[src/rtl/multicycle_control_unit.sv]
// Multicycle RV32 control unit: FETCH/DECODE/EXEC/MEM/WB sequencer with a
// memory-wait timeout and sticky halted/illegal/mem_fault status flags.
module multicycle_control_unit #(
  parameter int N       = 32,
  parameter int TIMEOUT = 15
) (
  input  logic         clk,
  input  logic         rst,
  input  logic [N-1:0] instruction,
  input  logic         mem_ready,
  output logic         pc_write,
  output logic         ir_write,
  output logic         branch,
  output logic         mem_read,
  output logic         mem_write,
  output logic         mem_to_reg,
  output logic         alu_src,
  output logic         reg_write,
  output logic [1:0]   alu_op,
  output logic [1:0]   save_method,
  output logic [1:0]   wb_sel,
  output logic         halted,
  output logic         illegal,
  output logic         mem_fault,
  output logic [2:0]   state
);

  typedef enum logic [2:0] {
    FETCH  = 3'd0,
    DECODE = 3'd1,
    EXEC   = 3'd2,
    MEM    = 3'd3,
    WB     = 3'd4,
    HALT   = 3'd5
  } state_e;

  localparam logic [7:0] WAIT_LAST = 8'(TIMEOUT - 1);

  state_e     state_q, state_d;
  logic [7:0] wait_q, wait_d;
  logic       halted_q, halted_d, illegal_q, illegal_d, fault_q, fault_d;

  logic [6:0] opcode;
  logic [2:0] funct3;
  logic       is_r, is_i, is_ld, is_st, is_br, is_lui, is_auipc;
  logic       is_jal, is_jalr, is_fence, is_sys, legal, wait_expired;
  logic       unused_ir;

  assign opcode    = instruction[6:0];
  assign funct3    = instruction[14:12];
  assign unused_ir = ^{instruction[N-1:15], instruction[11:7]};

  assign is_r     = (opcode == 7'b0110011);
  assign is_i     = (opcode == 7'b0010011);
  assign is_ld    = (opcode == 7'b0000011);
  assign is_st    = (opcode == 7'b0100011);
  assign is_br    = (opcode == 7'b1100011);
  assign is_lui   = (opcode == 7'b0110111);
  assign is_auipc = (opcode == 7'b0010111);
  assign is_jal   = (opcode == 7'b1101111);
  assign is_jalr  = (opcode == 7'b1100111);
  assign is_fence = (opcode == 7'b0001111);
  assign is_sys   = (opcode == 7'b1110011);

  // Stores only support byte/half/word widths; other funct3 values are illegal.
  assign legal = is_r | is_i | is_ld | (is_st && funct3 <= 3'd2) | is_br | is_lui
               | is_auipc | is_jal | is_jalr | is_fence;

  assign wait_expired = !mem_ready && (wait_q == WAIT_LAST);

  always_comb begin
    state_d   = state_q;
    wait_d    = '0;
    halted_d  = halted_q;
    illegal_d = illegal_q;
    fault_d   = fault_q;
    case (state_q)
      FETCH, MEM: begin
        if (mem_ready) begin
          if (state_q == FETCH)  state_d = DECODE;
          else                   state_d = is_ld ? WB : FETCH;
        end else if (wait_expired) begin
          state_d = HALT;
          fault_d = 1'b1;
        end else begin
          wait_d = wait_q + 8'd1;
        end
      end
      DECODE: begin
        if (is_sys) begin
          state_d  = HALT;
          halted_d = 1'b1;
        end else if (legal) begin
          state_d = EXEC;
        end else begin
          state_d   = HALT;
          illegal_d = 1'b1;
        end
      end
      EXEC: begin
        if (is_ld || is_st)         state_d = MEM;
        else if (is_br || is_fence) state_d = FETCH;
        else                        state_d = WB;
      end
      WB:   state_d = FETCH;
      HALT: state_d = HALT;
      default: begin
        state_d   = HALT;
        illegal_d = 1'b1;
      end
    endcase
  end

  always_ff @(posedge clk or negedge rst) begin
    if (!rst) begin
      state_q   <= FETCH;
      wait_q    <= '0;
      halted_q  <= 1'b0;
      illegal_q <= 1'b0;
      fault_q   <= 1'b0;
    end else begin
      state_q   <= state_d;
      wait_q    <= wait_d;
      halted_q  <= halted_d;
      illegal_q <= illegal_d;
      fault_q   <= fault_d;
    end
  end

  // Strobes are masked while rst is low so an aborted access never writes.
  always_comb begin
    pc_write   = 1'b0;
    ir_write   = 1'b0;
    branch     = 1'b0;
    mem_read   = 1'b0;
    mem_write  = 1'b0;
    mem_to_reg = 1'b0;
    alu_src    = 1'b0;
    reg_write  = 1'b0;
    alu_op     = 2'b00;
    wb_sel     = 2'b00;
    if (rst) begin
      case (state_q)
        FETCH: begin
          mem_read = 1'b1;
          ir_write = mem_ready;
          pc_write = mem_ready;
        end
        EXEC: begin
          if (is_r) begin
            alu_op = 2'b10;
          end else if (is_i) begin
            alu_op  = 2'b10;
            alu_src = 1'b1;
          end else if (is_br) begin
            alu_op = 2'b01;
            branch = 1'b1;
          end else if (is_ld | is_st | is_lui | is_auipc | is_jal | is_jalr) begin
            alu_src = 1'b1;
          end
        end
        MEM: begin
          mem_read  = is_ld;
          mem_write = is_st;
        end
        WB: begin
          reg_write = 1'b1;
          if (is_ld) begin
            mem_to_reg = 1'b1;
            wb_sel     = 2'b01;
          end else if (is_jal || is_jalr) begin
            wb_sel   = 2'b10;
            pc_write = 1'b1;
          end else if (is_lui) begin
            wb_sel = 2'b11;
          end
        end
        default: ;
      endcase
    end
  end

  always_comb begin
    save_method = 2'b00;
    if (is_st) begin
      case (funct3)
        3'b001:  save_method = 2'b01;
        3'b010:  save_method = 2'b10;
        default: save_method = 2'b00;
      endcase
    end
  end

  assign halted    = halted_q;
  assign illegal   = illegal_q;
  assign mem_fault = fault_q;
  assign state     = state_q;

endmodule

[config.mk]
export PLATFORM = sky130hd
export DESIGN_NAME = multicycle_control_unit
export DESIGN_NICKNAME = d
export VERILOG_FILES = /design/src/rtl/multicycle_control_unit.sv
export SDC_FILE = /design/constraint.sdc
export NUM_CORES = 1
export LEC_CHECK = 0
export BUFFER_PORTS_ARGS = -buffer_cell sky130_fd_sc_hd__buf_2
export CORE_ASPECT_RATIO = 0.7
export CORE_MARGIN = 2
export CORE_UTILIZATION = 35
export DETAILED_ROUTE_END_ITERATION = 8
export GPL_TIMING_DRIVEN = 0
export REMOVE_ABC_BUFFERS = 1
export SLEW_MARGIN = 20
export SYNTH_ARGS = -nofsm -noshare
export SYNTH_HDL_FRONTEND = slang
export SYNTH_SLANG_ARGS = --single-unit
[constraint.sdc]
create_clock -name clk -period 3 [get_ports clk]
set_input_delay 0 -clock clk [delete_from_list [all_inputs] [get_ports clk]]
set_output_delay 0 -clock clk [all_outputs]
set_load 0.02 [all_outputs]
==> results.py, run 1 <==
metrics = {
    "route": {
        "wl_per_cell_um": 12.5,
        "drc_errors": 0,
        "drt-vias-per-instance": 5.22,
        "num_vias": 992,
        "dr.pass1.iters": 4,
        "drt_iter0_markers": 69,
        "ant_nets": 0,
        "drt-total-wl_um": 2380,
    },
    "global_route": {
        "grt_pass1_vias": 872,
        "grt-ovfl-total": 0,
        "antenna_found_initial": 0,
        "grt_max_degree": 20,
        "grt_first_pass_wirelength_um": 3970,
        "grt_util_all_layers": 0.144,
    },
    "synth": {
        "async_flop_share": 1.00,
        "yosysTopAreaCellShare": 0.337,
        "avgSynthCellArea_um2": 8.32,
        "netlist_top_cells_area": "dfrtp_1, nor2_1, xor2_1",
        "synth_warnings": 0,
        "netlist_instances": 125,
        "synth-edff-count": 0,
        "syn_area_um2": 1040,
        "synth-main-ff-cell": "dfrtp_1",
        "yosysTopAreaCell": "dfrtp_1",
        "ys_ff_latch": 14,
        "ys_types": 46,
        "yosysSeqAreaShare": 0.337,
    },
    "placement": {
        "portBuffers": 32,
        "placed_cells": 185,
        "post-dp-hpwl_um": 1850,
        "gp_congestion": 0.921,
        "placed_cell_area_um2": 1200,
    },
    "power": {
        "irDropWorstVdd_mv": 0.117,
        "finalPower_mw": 0.409,
        "power.leakage_nw": 0.601,
        "power_density_nw_per_um2": 323,
    },
    "layout": {
        "diodes": 0,
        "seq_area_um2": 350,
        "drive_above_1_share": 0.292,
        "area_growth_pct": 21.9,
        "nNetsFinal": 192,
        "finish.instance_area_um2": 1270,
        "multiInputGateArea_um2": 632,
        "fillers": 288,
        "final_cells": 190,
    },
    "clocking": {
        "h-tree-depth": 1,
        "clk_pin_slew_ns": 0.06,
        "ctsResizeCount": 0,
        "cts_tree": "built",
        "clock_sinks": 14,
        "cts-buffers-inserted": 3,
        "clockBufferDepth": 2,
        "clk_latency_ns": 0.24,
        "cts_root_buf": "clkbuf_8",
    },
    "timing": {
        "fin_crit_ns": 2.20,
        "hold_viol": 0,
        "worst_slew_pin_slew_ns": 0.450,
        "slew_headroom": 0.700,
        "setup_tns_ns": 0,
        "fin_skew_ns": 0.00335,
        "clock.fmax_ghz": 0.454,
        "fin_hold_ws_ns": 0.180,
        "final.period_utilization": 0.733,
        "rsz0062_at_grt": "no",
        "drv_slew": 0,
        "setup_viol": 0,
    },
    "worst_setup_path": {
        "reg2reg_slack_ns": 0.80,
        "arrival_ns": 2.34,
        "cp.required_ns": 3.14,
        "crit_path_end_kind": "flip-flop",
        "r2r-end": "state[1]",
        "criticalPathCategory": "reg2reg",
        "crit_fanout": 12,
        "reg2regPathDepth": 7,
        "reg2reg_from": "wait_q[0]",
        "critPathLaunch": "wait_q[0]",
        "startpoint_type": "flip-flop",
    },
    "die": {
        "initial_utilization": 0.371,
        "dieWidth_um": 69.1,
        "dieArea_um2": 3430,
        "core_um2": 2800,
        "ios": 55,
        "num_rows": 16,
        "die_h_um": 49.6,
    },
    "run": {
        "maxCapViolations": 0,
    },
    "run_status": {
        "status": "complete, no violations",
    },
    "hold_path": {
        "hp-start": "mem_ready",
        "holdPathStages": 4,
        "hold_class": "in2reg",
        "hold_path_end": "mem_fault",
    },
}
[state kept, by name (all words and copies together) (netlist names)]
register,count
wait_q,8
state,3
halted,1
illegal,1
mem_fault,1
[Yosys cell counts, types with 2 or more instances]
cell,number
inv_1,4
a21o_1,2
clkbuf_1,5
or4_1,2
xnor2_1,2
or3_4,2
and2_1,2
a31o_2,2
nor2_1,18
o31ai_1,2
o21ai_0,3
a2111oi_0,2
a21oi_1,3
nor2b_1,3
ha_1,2
dfrtp_1,14
nand4_1,3
xor2_1,5
nand3_1,6
nor3_1,4
nand2_1,10
nand2b_1,2
nor3b_1,4
[timing repair]
action | in CTS | in global routing
endpoints found under the hold margin | 14 | 0
setup buffers | 0 | 0
hold buffers | 1 | 0
[kinds of logic after synthesis]
group | share of synthesized area
AOI/OAI and AO/OA | 0.154
xor gates and xnor gates | 0.0590
adders and majority gates | 0.0241
buffers and inverters | 0.0553
DFF | 0.337
muxes | 0.00963
and+or+nand+nor | 0.361
[through the flow]
step / setup slack, ns / utilization
2_1_floorplan: 0.682 / -
4_1_cts: 0.772 / 0.452
3_5_place_dp: 0.774 / 0.429
3_3_place_gp: 0.808 / 0.429
6_report: 0.800 / 0.452
5_1_grt: 0.574 / 0.452
[cells in the final DEF, fill, tap and decap left out, types with 3 or more instances in the layout]
master and count:
a21oi_1 3, nand3_1 6, nor3b_1 4, o21ai_0 3
nor2_1 18, nor3_1 4, buf_2 32, dfrtp_1 14
clkbuf_8 4, nor2b_1 3, xor2_1 5, nand4_1 3
nand2_1 10, inv_1 4
[power by group]
group          switching (mW)  internal, mW  total [mW]
combinational          0.0249        0.0152      0.0401
sequential           0.000141         0.189       0.189
clock                  0.0635         0.116       0.180
[worst max-delay path: stages (launching register included)]
cell and delay (ns):
dfrtp_1 0.42, inv_1 0.07, ha_1 0.13, or4b_1 0.43, nor3b_1 0.27, or2_1 0.43, mux2i_1 0.14, a31o_1 0.20
[metal layers]
| layer | share of wire | wire length (um) | vias to the layer above | GRT usage |
|---|---|---|---|---|
| li1 | - | - | 504 | - |
| met1 | 0.53 | 1260 | 465 | 0.206 |
| met2 | 0.42 | 1010 | 23 | 0.216 |
| met3 | 0.047 | 112 | 0 | 0.0409 |
| met4 | 0 | 0 | 0 | 0.0294 |
| met5 | 0 | 0 | - | 0 |
[worst max-delay path by stage]
| stage | to | slack (ns) | cells past startpoint |
|---|---|---|---|
| 2_1_floorplan | wb_sel[0] | 0.68 | 4 |
| 3_3_place_gp | state[1] | 0.81 | 7 |
| 3_5_place_dp | state[1] | 0.77 | 7 |
| 4_1_cts | state[1] | 0.77 | 7 |
| 5_1_grt | state[1] | 0.57 | 7 |
| 6_report | state[1] | 0.80 | 7 |
[layout make-up]
class	count	share of cell area
clock buffer	4	0.0434
tap	36	0.0355
timing repair buffer	33	0.134
sequential	14	0.276
inverter	4	0.0118
multi-input combinational	99	0.499
Power figures use the tool's default switching activity.
==> inputs of run 2 (changes only) <==
PLACE_DENSITY = 0.67   (was not set)
clock period = 1.8 ns   (was 3 ns; I/O delays follow)
==> results.py, run 2 (synthesis results as in run 1) <==
metrics = {
    "power": {
        "power_density_nw_per_um2": 466,
        "p_comb_frac": 0.112,
        "internal-power_mw": 0.489,
        "finalPower_mw": 0.639,
        "p_switching_mw": 0.150,
        "power.leakage_nw": 0.652,
        "clkPwrFrac": 0.394,
        "seqPwrFrac": 0.494,
        "power.share.switching": 0.235,
        "irDropWorstVdd_mv": 0.196,
    },
    "worst_setup_path": {
        "critPathLaunch": "wait_q[0]",
        "startpoint_type": "flip-flop",
        "cp.required_ns": 1.93,
        "criticalPathCategory": "reg2reg",
        "crit_family": "simple AND/OR/NAND/NOR gates",
        "cp_cell_sequence": "inv_1 > ha_1 > or4b_4 > nor3b_2 > or2_4 > mux2i_1 > a31o_1",
        "crit_fanout": 6,
        "reg2reg_from": "wait_q[0]",
        "arrival_ns": 1.93,
        "max_stage_delay_ns": 0.46,
        "reg2reg_slack_ns": -0.002,
        "crit_path_end_kind": "flip-flop",
        "cp_slowest_cell": "or4b_4",
        "critPathBufInv": 1,
    },
    "route": {
        "ant_nets": 0,
        "drt_iter0_markers": 59,
        "wl_met1_um": 1350,
        "wl_per_cell_um": 14.1,
        "dr.pass1.iters": 5,
        "num_vias": 1091,
        "top_layer_used": "met4",
        "dr_wl_met3_um": 85,
        "wl_met2_um": 1390,
        "drt-total-wl_um": 2830,
        "drt-vias-per-instance": 5.43,
        "drc_errors": 0,
    },
    "die": {
        "initial_utilization": 0.371,
        "ios": 55,
        "die_h_um": 49.6,
        "dieWidth_um": 69.1,
        "dieArea_um2": 3430,
        "core_um2": 2800,
        "num_rows": 16,
    },
    "clocking": {
        "clockBufferDepth": 2,
        "h-tree-depth": 1,
        "clk_latency_ns": 0.24,
        "cts_tree": "built",
        "cts-buffers-inserted": 3,
        "cts_root_buf": "clkbuf_8",
        "clock_sinks": 14,
        "clk_pin_slew_ns": 0.06,
    },
    "hold_path": {
        "hp-start": "mem_ready",
        "hold_class": "in2reg",
    },
    "layout": {
        "area_growth_pct": 31.8,
        "top_register": "wait_q",
        "drive_above_1_share": 0.394,
        "nNetsFinal": 204,
        "final_core_util": 0.489,
        "final_cell_mix": "buf_2, nor2_1, dfrtp_1, buf_4, nand2_1",
        "largest_reg_flops": 8,
        "layout.cells.most_common": "buf_2",
        "diodes": 0,
        "final_cells": 201,
    },
    "placement": {
        "post-dp-hpwl_um": 2010,
        "placed_cells": 185,
        "gp_congestion": 0.935,
        "portBuffers": 32,
    },
    "timing": {
        "final.period_utilization": 1.00,
        "worst_slew_pin_slew_ns": 0.616,
        "fin_hold_ws_ns": 0.197,
        "setup_viol": 1,
        "slew_headroom": 0.588,
        "rsz0062_at_grt": "yes",
        "drv_slew": 0,
        "setup_slack_ns": -0.00173,
        "fin_skew_ns": 0.00560,
        "hold_viol": 0,
        "fin_crit_ns": 1.80,
        "clock.fmax_ghz": 0.555,
    },
    "global_route": {
        "grt-ovfl-total": 0,
        "grt_first_pass_wirelength_um": 4460,
        "antenna_found_initial": 0,
        "grt_pass1_vias": 968,
        "grt_max_degree": 16,
        "grt_util_all_layers": 0.161,
    },
    "run": {
        "maxCapViolations": 0,
    },
    "run_status": {
        "status": "finished with violations",
        "violations": "setup timing",
    },
}
==> run 2: cell types whose count changed in the layout (fill, tap and decap cells not counted), sizes merged <==
| cell | before | now |
|---|---|---|
| buf | 32 | 43 |
==> run 2: worst paths after layout <==
| kind | to | cells past startpoint |
|---|---|---|
| setup / recovery | state[1] | 7 |
| hold / removal | state[0] | 4 |
| setup reg to reg | state[1] | 7 |
| hold reg to reg | mem_fault | 1 |
| max in group asynchronous | state[1] | 2 |
| min in group asynchronous | wait_q[4] | 2 |
==> run 2: metal layers <==
layer	vias up	global-route usage
met5	-	0
met4	0	0.0294
met3	2	0.0307
met2	20	0.271
met1	544	0.219
li1	525	-
==> run 2: power groups by stage <==
stage | Clock (mW) | Combinational [mW] | Sequential, mW
6_report | 0.251 | 0.0717 | 0.316
5_1_grt | 0.276 | 0.0802 | 0.315
4_1_cts | 0.257 | 0.0698 | 0.316
3_5_place_dp | 0 | 0.0675 | 0.321
3_3_place_gp | 0 | 0.0634 | 0.321
2_1_floorplan | 0 | 0.0258 | 0.321
==> run 2: cell type report <==
type                            instances  area, um2
Clock buffer                            3       41.3
Fill cell                             276       1430
Inverter                                4       15.0
Multi-Input combinational cell         99        657
Sequential cell                        14        354
Tap cell                               36       45.0
Timing Repair Buffer                   45        258
==> run 2: through the flow <==
| step | setup TNS, ns | setup slack (ns) | instance area, um2 |
|---|---|---|---|
| after floorplan | -0.784 | -0.518 | 997 |
| after global placement | -1.71 | -0.343 | 1200 |
| after detailed placement | -1.72 | -0.336 | 1200 |
| after CTS | 0 | 0.0116 | 1320 |
| after global routing | -0.0687 | -0.0615 | 1370 |
| final | -0.00173 | -0.00173 | 1370 |
==> run 2: worst reg2reg max path: cells and delay by family (launching register included) <==
family	cells	cell delay [ns]
AOI/OAI and AO/OA	1	0.18
and+or+nand+nor	3	0.88
adders and majority gates	1	0.13
buffers and inverters	1	0.06
DFF	1	0.37
muxes	1	0.07
==> run 2: what timing repair did <==
action / in CTS / in global routing
pin swaps: 2 / 2
buffers inserted: 7 / 5
setup endpoints to repair: 12 / 8
hold buffers: 1 / 0
endpoints found under the hold margin: 14 / 0
gates cloned: 0 / 0
resized for setup: 5 / 5
==> inputs of run 3 (changes only) <==
--- a/config.mk
+++ b/config.mk
@@ -11,8 +11,8 @@
 export CORE_UTILIZATION = 35
 export DETAILED_ROUTE_END_ITERATION = 8
+export GPL_ROUTABILITY_DRIVEN = 0
 export GPL_TIMING_DRIVEN = 0
 export PLACE_DENSITY = 0.67
 export REMOVE_ABC_BUFFERS = 1
-export SLEW_MARGIN = 20
 export SYNTH_ARGS = -nofsm -noshare
 export SYNTH_HDL_FRONTEND = slang
==> constraint.sdc (replaced) <==
create_clock -name clk -period 1.8 [get_ports clk]
set_input_delay 0.27 -clock clk [delete_from_list [all_inputs] [get_ports clk]]
set_output_delay 0.27 -clock clk [all_outputs]
set_load 0.02 [all_outputs]
==> results.py, run 3 (synthesis results as in run 1) <==
metrics = {
    "timing": {
        "slew_headroom": 0.573,
        "setup_viol": 20,
        "hold_viol": 0,
        "drv_slew": 0,
        "rsz0062_at_grt": "yes",
        "fin_crit_ns": 2.13,
        "final.period_utilization": 1.18,
        "setup_slack_ns": -0.326,
        "worst_slew_pin_slew_ns": 0.638,
        "clock.fmax_ghz": 0.470,
        "fin_skew_ns": 0.00260,
        "setup_tns_ns": -1.99,
    },
    "global_route": {
        "grt_util_all_layers": 0.194,
        "grt_most_used_layer": "met2",
        "antenna_found_initial": 0,
        "grt_pass1_vias": 1124,
        "grt_first_pass_wirelength_um": 5280,
        "met1_usage": 0.244,
        "met3_usage": 0.0368,
        "grt_max_degree": 16,
        "met2_usage": 0.337,
        "grt-ovfl-total": 0,
    },
    "layout": {
        "final_cells": 214,
        "final_cell_mix": "buf_4, buf_2, buf_6, dfrtp_1, nand2_1",
        "area_growth_pct": 67.7,
        "diodes": 0,
        "layout.cells.most_common": "buf_4",
        "largest_reg_flops": 8,
        "finish.instance_area_um2": 1740,
        "nNetsFinal": 217,
        "top_register": "wait_q",
        "drive_above_1_share": 0.573,
    },
    "clocking": {
        "clk_latency_ns": 0.25,
        "cts_root_buf": "clkbuf_8",
        "cts-buffers-inserted": 3,
        "clockBufferDepth": 2,
        "h-tree-depth": 1,
        "clk_pin_slew_ns": 0.06,
        "cts_tree": "built",
        "clock_sinks": 14,
    },
    "placement": {
        "placed_cells": 185,
        "portBuffers": 32,
        "post-dp-hpwl_um": 2010,
        "placed_cell_area_um2": 1200,
        "place_ws_ns": -0.469,
    },
    "route": {
        "drc_errors": 0,
        "ant_nets": 0,
        "drt_iter0_markers": 66,
        "drt-total-wl_um": 3860,
        "dr.pass1.iters": 4,
        "wl_per_cell_um": 18.0,
        "drt-vias-per-instance": 5.71,
        "num_vias": 1222,
    },
    "worst_setup_path": {
        "reg2regPathDepth": 7,
        "reg2reg_from": "wait_q[0]",
        "crit_fanout": 3,
        "cp_slowest_cell": "or3b_4",
        "path_common_cell": "or3_4",
        "criticalPathCategory": "in2out",
        "cp_cell_sequence": "buf_12 > or3_4 > or3_4 > or3b_4 > nor3b_2 > buf_4",
        "cp.required_ns": 1.53,
        "reg2reg_slack_ns": -0.11,
        "critPathLaunch": "instruction[2]",
        "arrival_ns": 1.86,
        "startpoint_type": "primary input",
        "crit_path_end_kind": "output port",
        "r2r-end": "state[1]",
        "max_stage_delay_ns": 0.41,
    },
    "power": {
        "power.leakage_nw": 0.757,
        "irDropWorstVdd_mv": 0.206,
        "power_density_nw_per_um2": 385,
        "finalPower_mw": 0.671,
    },
    "run": {
        "maxCapViolations": 0,
    },
    "die": {
        "die_h_um": 49.6,
        "core_um2": 2800,
        "dieArea_um2": 3430,
        "dieWidth_um": 69.1,
        "initial_utilization": 0.371,
        "num_rows": 16,
        "ios": 55,
    },
    "hold_path": {
        "hold_path_end": "mem_fault",
        "hp-start": "mem_fault",
        "hold_class": "reg2reg",
        "holdPathStages": 1,
    },
    "run_status": {
        "violations": "setup timing",
        "status": "finished with violations",
    },
}
==> run 3: power breakdown <==
part | leakage, nW | internal, mW | switching (mW) | total [mW]
clock network | 0.0216 | 0.148 | 0.109 | 0.258
logic | 0.557 | 0.0389 | 0.0593 | 0.0982
registers | 0.178 | 0.315 | 0.000253 | 0.315
==> run 3: timing repair <==
action,in CTS,in global routing
setup buffers,17,8
endpoints found under the setup margin,23,23
hold endpoints to repair,14,0
hold buffers,1,0
pin swaps,14,20
resized for setup,46,32
gates cloned,0,0
==> run 3: metal layers <==
layer  vias up  wire length, um
li1        553                -
met1       594             1620
met2        59             1920
met3        16              210
met4         0              107
met5         -                0
==> run 3: how the worst max path moves through the flow <==
stage / slack (ns) / endpoint / depth (start not counted)
floorplan: -0.79 / wb_sel[0] / 4
global placement: -0.44 / save_method[1] / 6
detailed placement: -0.47 / save_method[1] / 6
CTS: -0.39 / save_method[0] / 6
global route: -0.36 / save_method[1] / 6
finish: -0.33 / save_method[1] / 6
==> run 3: through the flow <==
step                hold WS [ns]  utilization
CTS                        0.452        0.554
global route               0.487        0.622
floorplan                -0.0256            -
detailed placement         0.213        0.429
global placement           0.207        0.429
finish                     0.453        0.622
==> run 3: layout make-up <==
type	count	area (um2)
clock buffers	3	41.3
repair buffers	58	463
well taps	36	45.0
flip-flops and latches	14	354
multi-input cells	99	826
inverters	4	15.0
fillers	206	1060
==> run 3: worst max-delay path, delay by kind of cell <==
family,cells,cell delay (ns)
and+or+nand+nor,4,1.32
buffers and inverters,2,0.26
